===== config.mk =====
export PLATFORM = sky130hd
export DESIGN_NAME = hp48_bus_sequencer
export DESIGN_NICKNAME = d
export VERILOG_FILES = /design/src/rtl/hp48_bus_sequencer_pkg.sv /design/src/rtl/hp48_bus_sequencer_ptr_tracker.sv /design/src/rtl/hp48_bus_sequencer.sv
export SDC_FILE = /design/constraint.sdc
export NUM_CORES = 1
export LEC_CHECK = 0
export ABC_CLOCK_PERIOD_IN_PS = 7000
export CAP_MARGIN = 0
export CORE_UTILIZATION = 40
export CTS_BUF_LIST = sky130_fd_sc_hd__clkbuf_2
export DETAILED_ROUTE_END_ITERATION = 6
export SYNTH_ARGS = -nofsm -noshare
export SYNTH_HDL_FRONTEND = slang
export SYNTH_SLANG_ARGS = --single-unit

===== constraint.sdc =====
create_clock -name i_strobe -period 7 [get_ports i_strobe]
set_input_delay 1.4 -clock i_strobe [delete_from_list [all_inputs] [get_ports i_strobe]]
set_output_delay 1.4 -clock i_strobe [all_outputs]
set_load 0.03 [all_outputs]

===== src/rtl/hp48_bus_sequencer_pkg.sv =====
// Shared definitions for the hp48_bus request sequencer: bus command encodings,
// sequencer states and default geometry.
package hp48_bus_sequencer_pkg;

  localparam int SEQ_ADDR_W  = 20;
  localparam int SEQ_MAX_NIB = 16;

  typedef enum logic [3:0] {
    BUSCMD_NOP      = 4'h0,
    BUSCMD_LOAD_PC  = 4'h1,
    BUSCMD_LOAD_DP  = 4'h2,
    BUSCMD_PC_READ  = 4'h3,
    BUSCMD_DP_READ  = 4'h4,
    BUSCMD_DP_WRITE = 4'h5
  } bus_cmd_e;

  typedef enum logic [1:0] {
    ST_IDLE = 2'd0,
    ST_LOAD = 2'd1,
    ST_XFER = 2'd2,
    ST_DONE = 2'd3
  } seq_state_e;

endpackage


===== src/rtl/hp48_bus_sequencer_ptr_tracker.sv =====
// Mirror of one bus-side pointer (PC or DP): whether it is known, and which
// nibble address it will present next.
module hp48_bus_sequencer_ptr_tracker
  import hp48_bus_sequencer_pkg::*;
#(
  parameter int ADDR_W = SEQ_ADDR_W
) (
  input  logic              i_clk,
  input  logic              i_reset,
  input  logic              i_load,
  input  logic              i_incr,
  input  logic              i_inval,
  input  logic [ADDR_W-1:0] i_load_addr,
  output logic              o_ok,
  output logic [ADDR_W-1:0] o_next
);

  logic              r_ok;
  logic [ADDR_W-1:0] r_next;

  // NOTE: sequential state is written only with non-blocking assignments so every
  // register samples pre-edge values regardless of process ordering.
  always_ff @(posedge i_clk) begin
    if (i_reset) begin
      r_ok   <= 1'b0;
      r_next <= '0;
    end else begin
      if (i_load) begin
        r_ok   <= 1'b1;
        r_next <= i_load_addr;
      end else if (i_incr) begin
        r_next <= r_next + ADDR_W'(1);
      end
      // An error leaves the real bus pointer position unknown; this wins over load/incr.
      if (i_inval) begin
        r_ok <= 1'b0;
      end
    end
  end

  assign o_ok   = r_ok;
  assign o_next = r_next;

endmodule


===== src/rtl/hp48_bus_sequencer.sv =====
// Converts one CPU nibble request into the per-cycle LOAD / READ / WRITE command
// stream for hp48_bus, skipping LOAD when the tracked pointer already matches.
module hp48_bus_sequencer
  import hp48_bus_sequencer_pkg::*;
#(
  parameter int ADDR_W  = SEQ_ADDR_W,
  parameter int MAX_NIB = SEQ_MAX_NIB
) (
  input  logic                       i_strobe,
  input  logic                       i_reset,
  input  logic                       i_req_valid,
  output logic                       o_req_ready,
  input  logic                       i_req_write,
  input  logic                       i_req_use_dp,
  input  logic [ADDR_W-1:0]          i_req_address,
  input  logic [$clog2(MAX_NIB)-1:0] i_req_count,
  input  logic [4*MAX_NIB-1:0]       i_req_wdata,
  output logic                       o_rsp_valid,
  output logic                       o_rsp_error,
  output logic [4*MAX_NIB-1:0]       o_rsp_rdata,
  output logic [ADDR_W-1:0]          o_bus_address,
  output logic [3:0]                 o_bus_command,
  output logic [3:0]                 o_bus_nibble_out,
  input  logic [3:0]                 i_bus_nibble_in,
  input  logic                       i_bus_error
);

  localparam int CNT_W  = $clog2(MAX_NIB);
  localparam int DATA_W = 4 * MAX_NIB;

  seq_state_e        r_state, w_state_next;
  logic              r_write;
  logic              r_use_dp;
  logic [ADDR_W-1:0] r_addr;
  logic [CNT_W-1:0]  r_count;
  logic [CNT_W-1:0]  r_nib_idx;
  logic [DATA_W-1:0] r_wdata;
  logic [DATA_W-1:0] r_rdata;
  logic              r_error;

  logic              w_accept;
  logic              w_sel_dp;
  logic              w_hit;
  logic              w_last;
  logic              w_xfer;
  logic              w_pc_ok, w_dp_ok;
  logic [ADDR_W-1:0] w_pc_next, w_dp_next;
  logic [CNT_W+1:0]  w_bit_base;

  // There is no PC write command, so every write goes through DP.
  assign w_sel_dp   = i_req_use_dp | i_req_write;
  assign w_accept   = (r_state == ST_IDLE) && i_req_valid;
  assign w_hit      = w_sel_dp ? (w_dp_ok && (w_dp_next == i_req_address))
                               : (w_pc_ok && (w_pc_next == i_req_address));
  assign w_last     = (r_nib_idx == r_count);
  assign w_xfer     = (r_state == ST_XFER);
  assign w_bit_base = {r_nib_idx, 2'b00};

  always_ff @(posedge i_strobe) begin
    if (i_reset) begin
      r_state <= ST_IDLE;
    end else begin
      r_state <= w_state_next;
    end
  end

  // NOTE: every always_comb output gets a default first so no path can infer a latch.
  always_comb begin
    w_state_next = r_state;
    unique case (r_state)
      ST_IDLE: if (i_req_valid) w_state_next = w_hit ? ST_XFER : ST_LOAD;
      ST_LOAD: w_state_next = ST_XFER;
      ST_XFER: if (i_bus_error || w_last) w_state_next = ST_DONE;
      ST_DONE: w_state_next = ST_IDLE;
      default: w_state_next = ST_IDLE;
    endcase
  end

  always_comb begin
    o_req_ready      = 1'b0;
    o_rsp_valid      = 1'b0;
    o_bus_command    = BUSCMD_NOP;
    o_bus_address    = '0;
    o_bus_nibble_out = 4'h0;
    unique case (r_state)
      ST_IDLE: o_req_ready = 1'b1;
      ST_LOAD: begin
        o_bus_command = r_use_dp ? BUSCMD_LOAD_DP : BUSCMD_LOAD_PC;
        o_bus_address = r_addr;
      end
      ST_XFER: begin
        o_bus_address = r_addr + ADDR_W'(r_nib_idx);
        if (r_write) begin
          o_bus_command    = BUSCMD_DP_WRITE;
          o_bus_nibble_out = r_wdata[w_bit_base +: 4];
        end else begin
          o_bus_command = r_use_dp ? BUSCMD_DP_READ : BUSCMD_PC_READ;
        end
      end
      ST_DONE: o_rsp_valid = 1'b1;
      default: o_req_ready = 1'b0;
    endcase
  end

  // Request latch and read assembly; rdata/error persist until the next accept.
  always_ff @(posedge i_strobe) begin
    if (i_reset) begin
      r_write   <= 1'b0;
      r_use_dp  <= 1'b0;
      r_addr    <= '0;
      r_count   <= '0;
      r_nib_idx <= '0;
      r_wdata   <= '0;
      r_rdata   <= '0;
      r_error   <= 1'b0;
    end else if (w_accept) begin
      r_write   <= i_req_write;
      r_use_dp  <= w_sel_dp;
      r_addr    <= i_req_address;
      r_count   <= i_req_count;
      r_nib_idx <= '0;
      r_wdata   <= i_req_wdata;
      r_rdata   <= '0;
      r_error   <= 1'b0;
    end else if (w_xfer) begin
      if (!r_write) r_rdata[w_bit_base +: 4] <= i_bus_nibble_in;
      if (i_bus_error) r_error <= 1'b1;
      r_nib_idx <= r_nib_idx + CNT_W'(1);
    end
  end

  assign o_rsp_error = r_error;
  assign o_rsp_rdata = r_rdata;

  hp48_bus_sequencer_ptr_tracker #(.ADDR_W(ADDR_W)) u_pc_tracker (
    .i_clk       (i_strobe),
    .i_reset     (i_reset),
    .i_load      ((r_state == ST_LOAD) && !r_use_dp),
    .i_incr      (w_xfer && !r_use_dp),
    .i_inval     (w_xfer && !r_use_dp && i_bus_error),
    .i_load_addr (r_addr),
    .o_ok        (w_pc_ok),
    .o_next      (w_pc_next)
  );

  hp48_bus_sequencer_ptr_tracker #(.ADDR_W(ADDR_W)) u_dp_tracker (
    .i_clk       (i_strobe),
    .i_reset     (i_reset),
    .i_load      ((r_state == ST_LOAD) && r_use_dp),
    .i_incr      (w_xfer && r_use_dp),
    .i_inval     (w_xfer && r_use_dp && i_bus_error),
    .i_load_addr (r_addr),
    .o_ok        (w_dp_ok),
    .o_next      (w_dp_next)
  );

endmodule


---- Word level (Yosys, flattened, before mapping) ----
Cells that the tools add are included.
storage, ports and cells
  register bits ........................... 203
  logic and storage cells ................. 70
  bits of input ports ..................... 98
  output and inout bits ................... 95
cells by class
  reductions and logical operators ........ 20
  bitwise operators ....................... 2
  shift-type cells ........................ 3
  mux-type cells .......................... 19
  add/subtract/negate cells ............... 5
  equality and inequality tests ........... 8
operators by type and width
  cell                                                  number
  two-way mux 20 bit                                    4
  bitwise mux 64 bit                                    1
  variable shift 4 x 8 -> 64 bit, first input constant  1
  variable part select 4 x 8 -> 64 bit                  1
  variable part select 64 x 7 -> 4 bit                  1
  adder 20 x 1 -> 20 bit, second input constant         2
  == test 20 bit                                        2
  case mux 20 bit (2 select lines)                      1
  adder 20 x 4 -> 20 bit                                1
  logical AND 1 bit                                     9
  two-way mux 2 bit                                     4
  two-way mux 4 bit                                     2
  negation 6 -> 8 bit                                   1
  case mux 2 bit (4 select lines)                       1
  two-way mux 3 bit                                     2
  case mux 3 bit (2 select lines)                       1
  AND reduction 2 bit                                   3
  OR reduction 2 bit                                    3
  adder 4 x 1 -> 4 bit, second input constant           1
  == test 2 bit, second input constant                  2
  == test 4 bit                                         1
  nonzero test 2 bit                                    2
  two-way mux 1 bit                                     3
  == test 2 x 1 -> 1 bit, second input constant         1
  7 further kinds                                       7

---- Longest topological paths before layout ----
Gate-level depths: netlist of the first run.
  depth after elaboration ................. 6
  depth in mapped cells ................... 10
  depth with buffers taken out ............ 9

---- Hierarchy ----
Synthesis of the first run repeated with hierarchy kept, for this count alone.
unflattened totals
  cells, all modules ...................... 1,189
  area, all modules ....................... 9,983.3 um^2
by module, submodules not included
  module                          seq. area each (um^2)  instances  area each (um^2)  cells each
  hp48_bus_sequencer              3,223.1                1          7,671.1           905
  hp48_bus_sequencer_ptr_tracker  420.4                  2          1,156.1           142

---- Worst setup path after synthesis of the first run ----
OpenSTA, ideal clock, no wires.
  path type ............................... register to output
  start point ............................. register r_nib_idx[1]
  end point ............................... output port o_bus_address[6]
  path slack .............................. 2.951 ns
  path buffers ............................ 1
  stages on the path, launching flop included .. 8
  required time ........................... 5.600 ns
  arrival time ............................ 2.649 ns
  cell sequence ........................... dfxtp_1 -> buf_2 -> inv_1 -> fa_1 -> nor2b_1 -> o21a_1 -> o21ai_0 -> o41ai_1
between the ends
  word-level cells in the longest chain between the ends .. 2
RTL lines
  element                           RTL line                   text
  start, declared                   hp48_bus_sequencer.sv:36   logic [CNT_W-1:0] r_nib_idx;
  start signal, assigned            hp48_bus_sequencer.sv:128  r_nib_idx <= r_nib_idx + CNT_W'(1);
  adder 20 x 4 -> 20 bit            hp48_bus_sequencer.sv:92   o_bus_address = r_addr + ADDR_W'(r_nib_idx);
  case mux 20 bit (2 select lines)  hp48_bus_sequencer.sv:85   unique case (r_state)
  end, declared                     hp48_bus_sequencer.sv:21   output logic [ADDR_W-1:0] o_bus_address,
Every way passes these cells.

---- Worst setup path after layout of the first run ----
  start point ............................. register r_nib_idx[0]
  end point ............................... output port o_bus_address[12]
Same word-level chain as after synthesis.

==> impl_metrics.py, run 1 <==
metrics = {
    "run_status": {
        "status": "completed",
    },
    "yosys": {
        "synth_common_cells": "237 x nand2_1, 203 x dfxtp_1, 135 x nor2_1",
        "synth_top_area_share_pct": 40.1,
        "synthCells": 1238,
        "postSynth.asyncResetShare_pct": 0,
        "postSynthAreaPerCell_um2": 8.19,
        "yosysWarnings": 0,
        "synth_edf_count": 0,
        "yosysMostFrequentCell": "nand2_1",
        "synth_area_leaders": "dfxtp_1 40%, nand2_1 8.8%, a21oi_1 6.3%",
        "syn_area_mm2": 0.0101,
        "synth_top_area_cell": "dfxtp_1",
        "synth_seq_cells": 203,
        "seq_area_frac_synth_pct": 40.1,
        "synth_nets": 1352,
        "synth-main-ff-cell": "dfxtp_1",
        "synth_cell_type_count": 62,
    },
    "route": {
        "route.antenna.remaining_nets": 0,
        "first_iter_violations": 942,
        "via_count": 9557,
        "via_per_inst": 5.41,
        "drc_errors": 0,
        "drt_wl_total_mm": 30.8,
        "wl_per_cell_um": 17.4,
        "dr.pass1.iters": 6,
    },
    "clocking": {
        "root_buffer": "clkbuf_2",
        "clockBufferDepth": 3,
        "ctsResizeCount": 0,
        "cts_buffers": 53,
        "postCtsSetupBuffers": 0,
        "holdBufCountCts": 0,
        "cts_tree": "yes",
        "clkSlewWorstSetupHoldPaths_ps": 100,
        "cts_sinks": 203,
        "clk_latency_ps": 850,
        "cts_max_level": 2,
    },
    "sta": {
        "layout_min_cycle_time_ps": 5720,
        "worst_slew_pin_slew_ps": 1260,
        "finalHoldViolations": 0,
        "slew_headroom_pct": 15.3,
        "finalMaxSlewViolations": 0,
        "finalWorstSetupSlack_ps": 1280,
        "rsz0062_at_grt": "false",
        "fin_crit_sh_pct": 81.7,
        "final.setup_skew_ps": 64.8,
        "fin_tns_setup_ps": 0,
        "fmax_mhz": 175,
        "setup_viol": 0,
    },
    "global_routing": {
        "grt_pass1_vias": 8888,
        "antenna_found_initial": 1,
        "grt_util_met1_pct": 33.6,
        "grt.total_usage_pct": 23.3,
        "grt_use_met2_pct": 34.9,
        "grt-busiest-layer": "met2",
        "use_met3_pct": 4.44,
        "grt_max_degree": 90,
        "grt_pass1_wl_mm": 48.5,
        "overflow": 0,
    },
    "power": {
        "p_total_mw": 3.40,
        "p_leak_nw": 4.76,
        "ir_drop_v": 0.000123,
        "p_per_area_mw_per_mm2": 270,
    },
    "critical_path": {
        "crit_path_start_kind": "flip-flop",
        "critPathKind": "reg -> out",
        "worstSetupStartpoint": "r_nib_idx[0]",
        "r2r-end": "u_dp_tracker.o_next[7]",
        "crit_top_cell": "o21ai_0",
        "reg2reg_depth": 9,
        "crit_path_max_incr_delay_ps": 930,
        "critPathCaptureType": "output pin",
        "arrival_ps": 4320,
        "reg2reg_setup_slack_ps": 3900,
        "cp_slowest_cell": "dfxtp_2",
        "critPathMaxFanout": 30,
        "reg2reg_from": "r_state[1]",
        "cp-endpoint": "o_bus_address[12]",
        "required_ps": 5600,
        "path_cells": "ha_1 > inv_1 > fa_1 > nor2b_1 > o21a_1 > o21ai_0 > nor3_1 > nand3_1 > o21ai_0 > clkdlybuf4s50_1",
    },
    "floorplanning": {
        "io_pins": 193,
        "row_count": 57,
        "die_w_um": 161,
        "coreArea_mm2": 0.0246,
        "dieHeight_um": 161,
        "dieArea_mm2": 0.0260,
        "initial_core_util_pct": 41.2,
    },
    "placement": {
        "hpwl_mm": 21.5,
        "pre_cts_ws_ps": 2160,
        "port_buffers": 191,
        "gp_congestion": 0.859,
    },
    "cells_and_area": {
        "nNetsFinal": 1519,
        "syn_to_final_growth_pct": 24.4,
        "layout-drive-gt1-share_pct": 8.05,
    },
    "min_path": {
        "min_path_type": "reg -> reg",
    },
    "run": {
        "max_cap_viol_count": 0,
    },
}
[kinds of logic (layout without fill, tap and decap cells)]
family / after synthesis / in the layout / share of synthesized area (%)
and+or+nand+nor: 512 / 512 / 22.0
muxes: 76 / 76 / 10.4
buffers and inverters: 113 / 316 / 4.61
xor gates and xnor gates: 67 / 67 / 5.79
DFF: 203 / 203 / 40.1
AOI/OAI and AO/OA: 250 / 250 / 15.0
adders and majority gates: 16 / 16 / 2.05
other: 1 / 2 / 0.0370
[through the flow]
stage | utilization, % | hold slack, ps | area [um^2] | std cells
2_1_floorplan | - | 432 | 10100 | 1238
3_3_place_gp | 49.4 | 439 | 12200 | 1674
3_5_place_dp | 49.4 | 445 | 12200 | 1674
4_1_cts | 51.2 | 457 | 12600 | 1765
5_1_grt | 51.3 | 481 | 12600 | 1766
6_report | 51.3 | 456 | 12600 | 1766
[worst max-delay path: cells and delay by family (launching register included)]
family / cells / cell delay [ps]
AOI/OAI and AO/OA: 3 / 590
adders and majority gates: 2 / 710
buffers and inverters: 2 / 750
DFF: 1 / 930
and+or+nand+nor: 3 / 490
[power breakdown]
part	total (mW)	switching [mW]	internal (mW)
logic	1.15	0.728	0.424
registers	1.48	0.178	1.30
clock network	0.774	0.489	0.285
[sequential cells by signal (all words and copies together) (netlist names)]
register             flops
r_count                  4
u_dp_tracker.o_next     20
o_rsp_rdata             64
r_wdata                 64
r_use_dp                 1
u_dp_tracker.o_ok        1
r_addr                  20
o_rsp_error              1
u_pc_tracker.o_ok        1
r_write                  1
r_state                  2
u_pc_tracker.o_next     20
r_nib_idx                4
[cell usage in the layout (no fill, tap or decap), types with 8 or more instances in the layout]
cell type,n
a211oi_1,8
a21oi_1,127
a222oi_1,16
a31oi_1,8
and2_1,10
and3_1,14
buf_4,12
clkbuf_2,73
clkdlybuf4s50_1,190
clkinv_1,15
dfxtp_1,202
ha_1,15
inv_1,21
mux2i_1,55
mux4_1,10
mux4_2,10
nand2_1,236
nand3_1,37
nand4_1,18
nor2_1,135
nor3_1,22
nor4_1,14
o21a_1,8
o21ai_0,33
o22ai_1,9
xnor2_1,10
xor2_1,57
[area by class of cell]
type | count | area (um^2)
flip-flops and latches | 203 | 4070
inverters | 23 | 86.3
diodes | 1 | 2.50
multi-input cells | 922 | 5620
fillers | 2444 | 12000
well taps | 324 | 405
clock inverters | 18 | 78.8
clock buffers | 73 | 365
repair buffers | 202 | 1990
[how the worst min path moves through the flow]
stage / startpoint / end / slack, ps / depth (start not counted)
5_1_grt: o_rsp_rdata[11] / o_rsp_rdata[11] / 480 / 2
4_1_cts: r_wdata[57] / r_wdata[57] / 460 / 2
3_3_place_gp: r_wdata[56] / r_wdata[56] / 440 / 2
3_5_place_dp: r_wdata[57] / r_wdata[57] / 440 / 2
6_report: r_wdata[56] / r_wdata[56] / 460 / 2
2_1_floorplan: r_wdata[20] / r_wdata[20] / 430 / 2
[metal layers]
metal / part of all wire [%] / routed length, um
met1: 47 / 14600
met5: 0 / 0
met2: 43 / 13300
met3: 7.2 / 2210
met4: 2.2 / 683
(Power assumes the default switching activity.)
==> inputs of run 2 (changes only) <==
- ABC_CLOCK_PERIOD_IN_PS: 7000 -> 4800
- PLACE_DENSITY: unset -> 0.67
- clock period: 7 -> 4.8 ns (I/O delays scaled with it)
==> impl_metrics.py, run 2 (synthesis gave the netlist of run 1 again) <==
metrics = {
    "run_status": {
        "status": "completed",
    },
    "sta": {
        "rsz0062_at_grt": "false",
        "finalMaxSlewViolations": 0,
        "hold_ws_ps": 457,
        "finalWorstSetupSlack_ps": 221,
        "fmax_mhz": 218,
        "fin_tns_setup_ps": 0,
        "fin_crit_sh_pct": 95.4,
        "finalHoldViolations": 0,
        "final.setup_skew_ps": 48.0,
        "slew_headroom_pct": 11.0,
        "setup_viol": 0,
        "worst_slew_pin_slew_ps": 1330,
        "layout_min_cycle_time_ps": 4580,
    },
    "cells_and_area": {
        "syn_to_final_growth_pct": 25.4,
        "final_cell_mix": "236 x nand2_1, 202 x dfxtp_1, 189 x clkdlybuf4s50_1",
        "layout_commonest_cell": "nand2_1",
        "nNetsFinal": 1524,
        "layout-drive-gt1-share_pct": 8.36,
    },
    "power": {
        "clockPowerShare_pct": 24.2,
        "p_per_area_mw_per_mm2": 401,
        "p_comb_share_pct": 34.2,
        "p_leak_nw": 4.83,
        "switchingPower_mw": 2.05,
        "swShare_pct": 40.2,
        "p_int_mw": 3.05,
        "ir_drop_v": 0.000192,
        "seqPwrFrac_pct": 41.6,
    },
    "clocking": {
        "clkSlewWorstSetupHoldPaths_ps": 100,
        "cts_buffers": 51,
        "cts_sinks": 203,
        "root_buffer": "clkbuf_2",
        "cts_tree": "yes",
        "clk_latency_ps": 830,
        "clockBufferDepth": 3,
        "postCtsSetupBuffers": 0,
        "cts_max_level": 2,
    },
    "route": {
        "dr_wl_met2_mm": 14.0,
        "via_count": 9730,
        "met1Wirelength_mm": 13.4,
        "drc_errors": 0,
        "wl_per_cell_um": 17.5,
        "dr.pass1.iters": 6,
        "via_per_inst": 5.49,
        "drt_wl_total_mm": 30.9,
        "route.antenna.remaining_nets": 0,
        "wl_met3_mm": 2.66,
        "routed.top_layer": "met4",
        "first_iter_violations": 874,
    },
    "critical_path": {
        "arrival_ps": 3620,
        "required_ps": 3840,
        "critPathMaxFanout": 6,
        "critPathKind": "reg -> out",
        "critPathCaptureType": "output pin",
        "crit_path_start_kind": "flip-flop",
        "reg2reg_from": "r_state[0]",
        "worstSetupStartpoint": "r_addr[0]",
    },
    "placement": {
        "pre_cts_ws_ps": 1080,
        "gp_congestion": 0.928,
        "port_buffers": 191,
        "hpwl_mm": 21.8,
    },
    "global_routing": {
        "grt_max_degree": 90,
        "antenna_found_initial": 1,
        "grt_pass1_wl_mm": 48.7,
        "grt_pass1_vias": 9093,
        "grt.total_usage_pct": 23.5,
        "overflow": 0,
    },
    "run": {
        "max_cap_viol_count": 0,
    },
    "floorplanning": {
        "initial_core_util_pct": 41.2,
        "dieHeight_um": 161,
        "dieArea_mm2": 0.0260,
        "io_pins": 193,
        "die_w_um": 161,
        "coreArea_mm2": 0.0246,
        "row_count": 57,
    },
    "min_path": {
        "min_path_type": "reg -> reg",
        "holdCritStartpoint": "r_wdata[23]",
    },
}
[run 2: changes by cell type in the layout (fill, tap and decap cells not counted), moves of 2 or more]
cell,previous run,this run
clkinv_2,2,0
buf_4,12,19
clkinv_1,15,17
clkbuf_2,73,71
bufinv_16,0,2
[run 2: routing by layer]
metal,up-vias,track usage (%)
met5,-,0
met4,0,9.39
met3,64,5.39
met2,407,37.1
met1,4560,31.1
li1,4699,-
[run 2: critical path, stage by stage (launching register included)]
cell	delay (ps)
dfxtp_1	390
ha_1	190
inv_1	50
fa_1	400
nor2b_1	130
o21a_1	240
o211ai_1	240
nor3_1	270
nor2_1	60
a31oi_1	150
clkdlybuf4s50_1	690
[run 2: path summary, 6_finish.rpt]
check | endpoint | slack, ps | cells after the start
worst min register to register | r_wdata[23] | 460 | 2
worst min-delay path | r_wdata[23] | 460 | 2
worst max-delay path | o_bus_address[18] | 220 | 10
worst max register to register | u_dp_tracker.o_next[7] | 2040 | 8
[run 2: power by group through the flow]
stage | logic (mW) | registers [mW] | clock network [mW]
2_1_floorplan | 1.24 | 2.06 | 0
3_3_place_gp | 1.71 | 2.14 | 0
3_5_place_dp | 1.72 | 2.15 | 0
4_1_cts | 1.73 | 2.11 | 1.27
5_1_grt | 1.90 | 2.15 | 1.36
6_report | 1.74 | 2.12 | 1.23
[run 2: timing repair]
action / CTS / global route
resized for setup: 0 / 3
hold buffers: 0 / 0
hold endpoints to repair: 0 / 0
endpoints found under the setup margin: 0 / 3
[run 2: final cells by class]
type                    instances  area [um^2]
diodes                          1         2.50
flip-flops and latches        203         4070
fillers                      2371        11900
well taps                     324          405
repair buffers                209         2050
clock buffers                  71          355
inverters                      23         86.3
multi-input cells             922         5620
clock inverters                19          134
[run 2: through the flow]
stage	power (mW)	instance area, um^2	std cells	utilization [%]
5_1_grt	5.41	12700	1772	51.7
3_3_place_gp	3.85	12200	1681	49.7
6_report	5.10	12700	1772	51.7
3_5_place_dp	3.87	12200	1681	49.7
2_1_floorplan	3.30	10100	1238	-
4_1_cts	5.11	12700	1771	51.6
==> inputs of run 3 (changes only) <==
- CAP_MARGIN: 0 -> 20
- SLEW_MARGIN: unset -> 20
==> impl_metrics.py, run 3 (synthesis gave the netlist of run 1 again) <==
metrics = {
    "placement": {
        "hpwl_mm": 21.8,
        "postPlaceCellArea_mm2": 0.0122,
        "port_buffers": 191,
        "gp_congestion": 0.928,
    },
    "critical_path": {
        "critPathBufInv": 2,
        "cp_slowest_cell": "clkdlybuf4s50_1",
        "reg2reg_from": "r_state[0]",
        "cp.depth": 10,
        "critPathCaptureType": "output pin",
        "path_delay_family": "compound AO/OA/AOI/OAI gates",
        "reg2reg_depth": 8,
        "critPathMaxFanout": 6,
        "reg2reg_setup_slack_ps": 2030,
        "r2r-end": "u_dp_tracker.o_next[7]",
        "critPathKind": "reg -> out",
        "arrival_ps": 3670,
        "path_cells": "ha_1 > inv_1 > fa_1 > nor2b_1 > o21a_1 > o211ai_1 > o21ai_0 > a21oi_1 > a21o_1 > clkdlybuf4s50_1",
        "crit_path_start_kind": "flip-flop",
        "cp-endpoint": "o_bus_address[16]",
        "worstSetupStartpoint": "r_addr[0]",
        "crit_path_max_incr_delay_ps": 600,
        "required_ps": 3840,
    },
    "cells_and_area": {
        "syn_to_final_growth_pct": 24.8,
        "multi_input_area_mm2": 0.00562,
        "post-route-util_pct": 51.4,
        "layout-drive-gt1-share_pct": 8.59,
        "fin_area_mm2": 0.0127,
        "final_cell_mix": "236 x nand2_1, 202 x dfxtp_1, 189 x clkdlybuf4s50_1",
        "nNetsFinal": 1525,
        "final-seq-area_mm2": 0.00407,
        "layout_commonest_cell": "nand2_1",
        "fillers": 2379,
    },
    "sta": {
        "finalHoldViolations": 0,
        "fin_crit_sh_pct": 96.4,
        "worst_slew_pin_slew_ps": 983,
        "rsz0062_at_grt": "false",
        "finalMaxSlewViolations": 0,
        "fin_tns_setup_ps": 0,
        "slew_headroom_pct": 34.2,
        "setup_viol": 0,
        "fmax_mhz": 216,
        "final.setup_skew_ps": 71.1,
        "layout_min_cycle_time_ps": 4630,
    },
    "global_routing": {
        "grt-busiest-layer": "met2",
        "grt.total_usage_pct": 23.5,
        "grt_util_met1_pct": 31.8,
        "grt_use_met2_pct": 37.0,
        "use_met3_pct": 3.93,
        "overflow": 0,
        "grt_max_degree": 90,
        "antenna_found_initial": 2,
        "grt_pass1_wl_mm": 48.6,
        "grt_pass1_vias": 9051,
    },
    "run": {
        "max_cap_viol_count": 0,
    },
    "floorplanning": {
        "io_pins": 193,
        "row_count": 57,
        "dieHeight_um": 161,
        "die_w_um": 161,
        "coreArea_mm2": 0.0246,
        "dieArea_mm2": 0.0260,
        "initial_core_util_pct": 41.2,
    },
    "clocking": {
        "ctsResizeCount": 0,
        "holdBufCountCts": 0,
        "clkSlewWorstSetupHoldPaths_ps": 100,
        "cts_sinks": 203,
        "clockBufferDepth": 3,
        "clk_latency_ps": 850,
        "root_buffer": "clkbuf_2",
        "cts_buffers": 52,
        "postCtsSetupBuffers": 0,
        "cts_max_level": 2,
        "cts_tree": "yes",
    },
    "route": {
        "drc_errors": 0,
        "drt_wl_total_mm": 30.8,
        "dr.pass1.iters": 6,
        "route.antenna.remaining_nets": 0,
        "via_count": 9755,
        "via_per_inst": 5.52,
        "wl_per_cell_um": 17.4,
        "first_iter_violations": 884,
    },
    "power": {
        "switchingPower_mw": 2.04,
        "p_comb_share_pct": 35.0,
        "swShare_pct": 41.0,
        "seqPwrFrac_pct": 42.6,
        "ir_drop_v": 0.000154,
        "p_per_area_mw_per_mm2": 394,
        "p_int_mw": 2.94,
        "p_leak_nw": 4.81,
        "clockPowerShare_pct": 22.5,
        "p_total_mw": 4.98,
    },
    "min_path": {
        "min_path_type": "reg -> reg",
    },
    "run_status": {
        "status": "completed",
    },
}
[run 3: final cells by class]
| type | instances | share of cell area (%) |
|---|---|---|
| clock inverters | 14 | 0.514 |
| inverters | 23 | 0.682 |
| flip-flops and latches | 203 | 32.1 |
| multi-input cells | 922 | 44.4 |
| well taps | 324 | 3.20 |
| repair buffers | 209 | 16.2 |
| diodes | 1 | 0.0198 |
| clock buffers | 72 | 2.85 |
[run 3: tightest hold or removal path: cells and delay by family (launching register included)]
family | cells | cell delay (ps)
flip-flops | 1 | 320
AND/OR/NAND/NOR | 1 | 50
AO/OA/AOI/OAI | 1 | 50
[run 3: through the flow]
step,hold slack [ps],setup WS [ps],instances
2_1_floorplan,432,1190,1238
3_3_place_gp,439,1100,1681
3_5_place_dp,445,1060,1681
4_1_cts,459,91.4,1767
5_1_grt,475,4.33,1768
6_report,457,173,1768
[run 3: worst min-delay path by stage]
stage                     cells after the start  slack [ps]            from        endpoint
after detailed placement                      2         440     r_wdata[23]     r_wdata[23]
after CTS                                     2         460     r_wdata[47]     r_wdata[47]
after global placement                        2         440     r_wdata[58]     r_wdata[58]
final                                         2         460  o_rsp_rdata[8]  o_rsp_rdata[8]
after floorplan                               2         430     r_wdata[20]     r_wdata[20]
after global routing                          2         470  o_rsp_rdata[8]  o_rsp_rdata[8]
[run 3: power groups by stage]
| stage | Combinational, mW | Sequential [mW] | Clock (mW) |
|---|---|---|---|
| 5_1_grt | 1.90 | 2.15 | 1.24 |
| 4_1_cts | 1.74 | 2.11 | 1.16 |
| 3_3_place_gp | 1.71 | 2.14 | 0 |
| 6_report | 1.74 | 2.12 | 1.12 |
| 3_5_place_dp | 1.73 | 2.15 | 0 |
| 2_1_floorplan | 1.24 | 2.06 | 0 |
[run 3: metal layers]
metal,up-vias,share of wire (%)
met3,72,8.0
li1,4701,-
met4,2,3.3
met5,-,0.039
met2,425,45
met1,4555,44
==> patch (settings of run 3) <==
Encoding of `seq_state_e`: now one-hot (4 bits for 4 states).
--- a/src/rtl/hp48_bus_sequencer_pkg.sv
+++ b/src/rtl/hp48_bus_sequencer_pkg.sv
@@ -14,11 +14,11 @@
     BUSCMD_DP_WRITE = 4'h5
   } bus_cmd_e;
 
-  typedef enum logic [1:0] {
-    ST_IDLE = 2'd0,
-    ST_LOAD = 2'd1,
-    ST_XFER = 2'd2,
-    ST_DONE = 2'd3
+  typedef enum logic [3:0] {
+    ST_IDLE = 4'b0001,
+    ST_LOAD = 4'b0010,
+    ST_XFER = 4'b0100,
+    ST_DONE = 4'b1000
   } seq_state_e;
 
 endpackage
Check against the original RTL: same outputs for any inputs over 4 cycles, from zero or initial values and one cycle with i_reset high; so few cycles prove little.
==> patch against run 3 <==
- final area grew 0.86%
- sequential cell count grew 2
- global-route usage increased by 1.5 points
- register-to-register slack got worse by 0.40 ns
- area after synthesis increased by 1.2%
- wire length rose by 8.0%
- worst setup slack gained 0.062 ns
- largest cell class unchanged
- highest routed layer is now met4
Power is not compared: it rests on default switching activity, and its combinational part moved more than twofold at a synthesized area within 25%.
==> patch: results (changes against run 3) <==
----------------------------------------------------
[Synth]
  Largest cells by area after synthesis ... sky130_fd_sc_hd__dfxtp_1 40%, sky130_fd_sc_hd__nand2_1 9.0%, sky130_fd_sc_hd__a21oi_1 8.9% (was sky130_fd_sc_hd__dfxtp_1 40%, sky130_fd_sc_hd__nand2_1 8.8%, sky130_fd_sc_hd__a21oi_1 6.3%)
  Fraction of synthesized area in multiplexers ... 5.06% (was 10.4%)
  Number of unique standard cell types used by synthesis ... 64 (was 62)
  Fraction of the mapped netlist area in adder cells ... 1.41% (was 2.05%)
  Area fraction in compound gates after synthesis ... 21.7% (was 15.0%)
  Syn_area_per_cell ... 7.85 um^2 (was 8.19 um^2)

[STA]
  Worst Clk Skew ... 0.0344 ns (was 0.0711 ns)
  Slew headroom ... 30.3% (was 34.2%)

[Worst setup path]
  Critical path data arrival time ... 3.61 ns (was 3.67 ns)
  Crit-path leading delay family ... buffers and inverters (was compound AO/OA/AOI/OAI gates)
  Source of the worst register-to-register timing path ... r_nib_idx[0] (was r_state[0])
  Critical path's slowest cell ... sky130_fd_sc_hd__or4b_1 (was sky130_fd_sc_hd__clkdlybuf4s50_1)
  Largest fanout on the critical path ... 27 (was 6)
  Reg2reg setup slack ... 1.63 ns (was 2.03 ns)
  Delay of the slowest critical-path stage ... 0.96 ns (was 0.60 ns)
  Number of cells on the worst reg-to-reg path ... 8 (unchanged)

[Clocking]
  CTS buffer count ... 51 (was 52)

[Route]
  Via Count ... 10,400 (was 9,755)
  Number of DRC violations after detailed-routing iteration 0 ... 910 (was 884)
  Routed length on met2 ... 15,000 um (was 13,900 um)
  Max layer used ... met4 (was met5)
  Detailed Routing Iterations Pass 1 ... 5 (was 6)
  Wire length after detailed routing ... 33,300 um (was 30,800 um)

[GRT]
  Pin count of the biggest net entering global routing ... 100 (was 90)
  Global Route Usage Sum ... 25.0% (was 23.5%)
  Via count of the first global-routing pass ... 9,611 (was 9,051)
  First-pass GRT wire length ... 52,400 um (was 48,600 um)

[Run status]
  Result of the run ... finished clean (unchanged)

[Cells and area]
  NumNets Final ... 1,567 (was 1,525)
  Non-filler cells in the finished layout ... 1,823 (was 1,768)
  Share of layout cells above drive strength 1 ... 9.46% (was 8.59%)
  Number of fillers in the final layout ... 2,473 (was 2,379)

[Place]
  Post-place instance area ... 0.0123 mm^2 (was 0.0122 mm^2)
  Number of placed instances with taps included ... 1,735 (was 1,681)

----------------------------------------------------
-- patch: where the power goes --
group          leakage, nW  internal [W]  switching [W]
Sequential            1.67       0.00176      0.0000681
Combinational         2.29      0.000165       0.000222
Clock                0.338      0.000426       0.000716
Total                 4.30       0.00235        0.00101
-- patch: final cells by class --
type	instances	area, um^2	share of cell area (%)
Tap cell	330	413	3.24
Timing Repair Buffer	214	2080	16.3
Clock buffer	78	390	3.06
Clock inverter	8	38.8	0.304
Multi-Input combinational cell	974	5680	44.5
Sequential cell	205	4110	32.2
Antenna cell	2	5.00	0.0392
Inverter	12	45.0	0.353
-- patch: repair_timing --
item / CTS / global route
endpoints found under the hold margin: 0 / 0
hold buffers: 0 / 0
gates resized for setup: 0 / 1
endpoints found under the setup margin: 0 / 5
-- patch: worst max path at each step --
stage	depth (start not counted)	endpoint	from
after floorplan	5	o_bus_address[18]	r_state[3]
after global placement	7	o_bus_address[18]	r_nib_idx[2]
after detailed placement	7	o_bus_address[18]	r_nib_idx[2]
after CTS	7	o_bus_address[18]	r_nib_idx[2]
after global routing	8	o_bus_address[18]	r_addr[0]
final	4	o_bus_address[2]	r_state[3]
-- patch: per-stage QoR --
| stage | power, W | setup slack [ns] |
|---|---|---|
| floorplan | 0.00206 | 1.33 |
| global placement | 0.00225 | 1.07 |
| detailed placement | 0.00225 | 1.01 |
| CTS | 0.00338 | 0.109 |
| global route | 0.00352 | 0.0213 |
| finish | 0.00336 | 0.235 |
-- patch: worst reg2reg max path: cells and delay by family, from the launching register on --
kind            cells  cell delay (ns)
simple gates        3             1.16
flops               1             0.35
compound gates      2             0.62
fa+ha+maj           1             0.36
buf+inv             2             0.59
-- patch: metal layers --
layer	vias to the layer above	track usage (%)
li1	4961	-
met4	0	8.32
met3	53	4.80
met2	415	38.7
met1	4985	34.6
met5	-	0
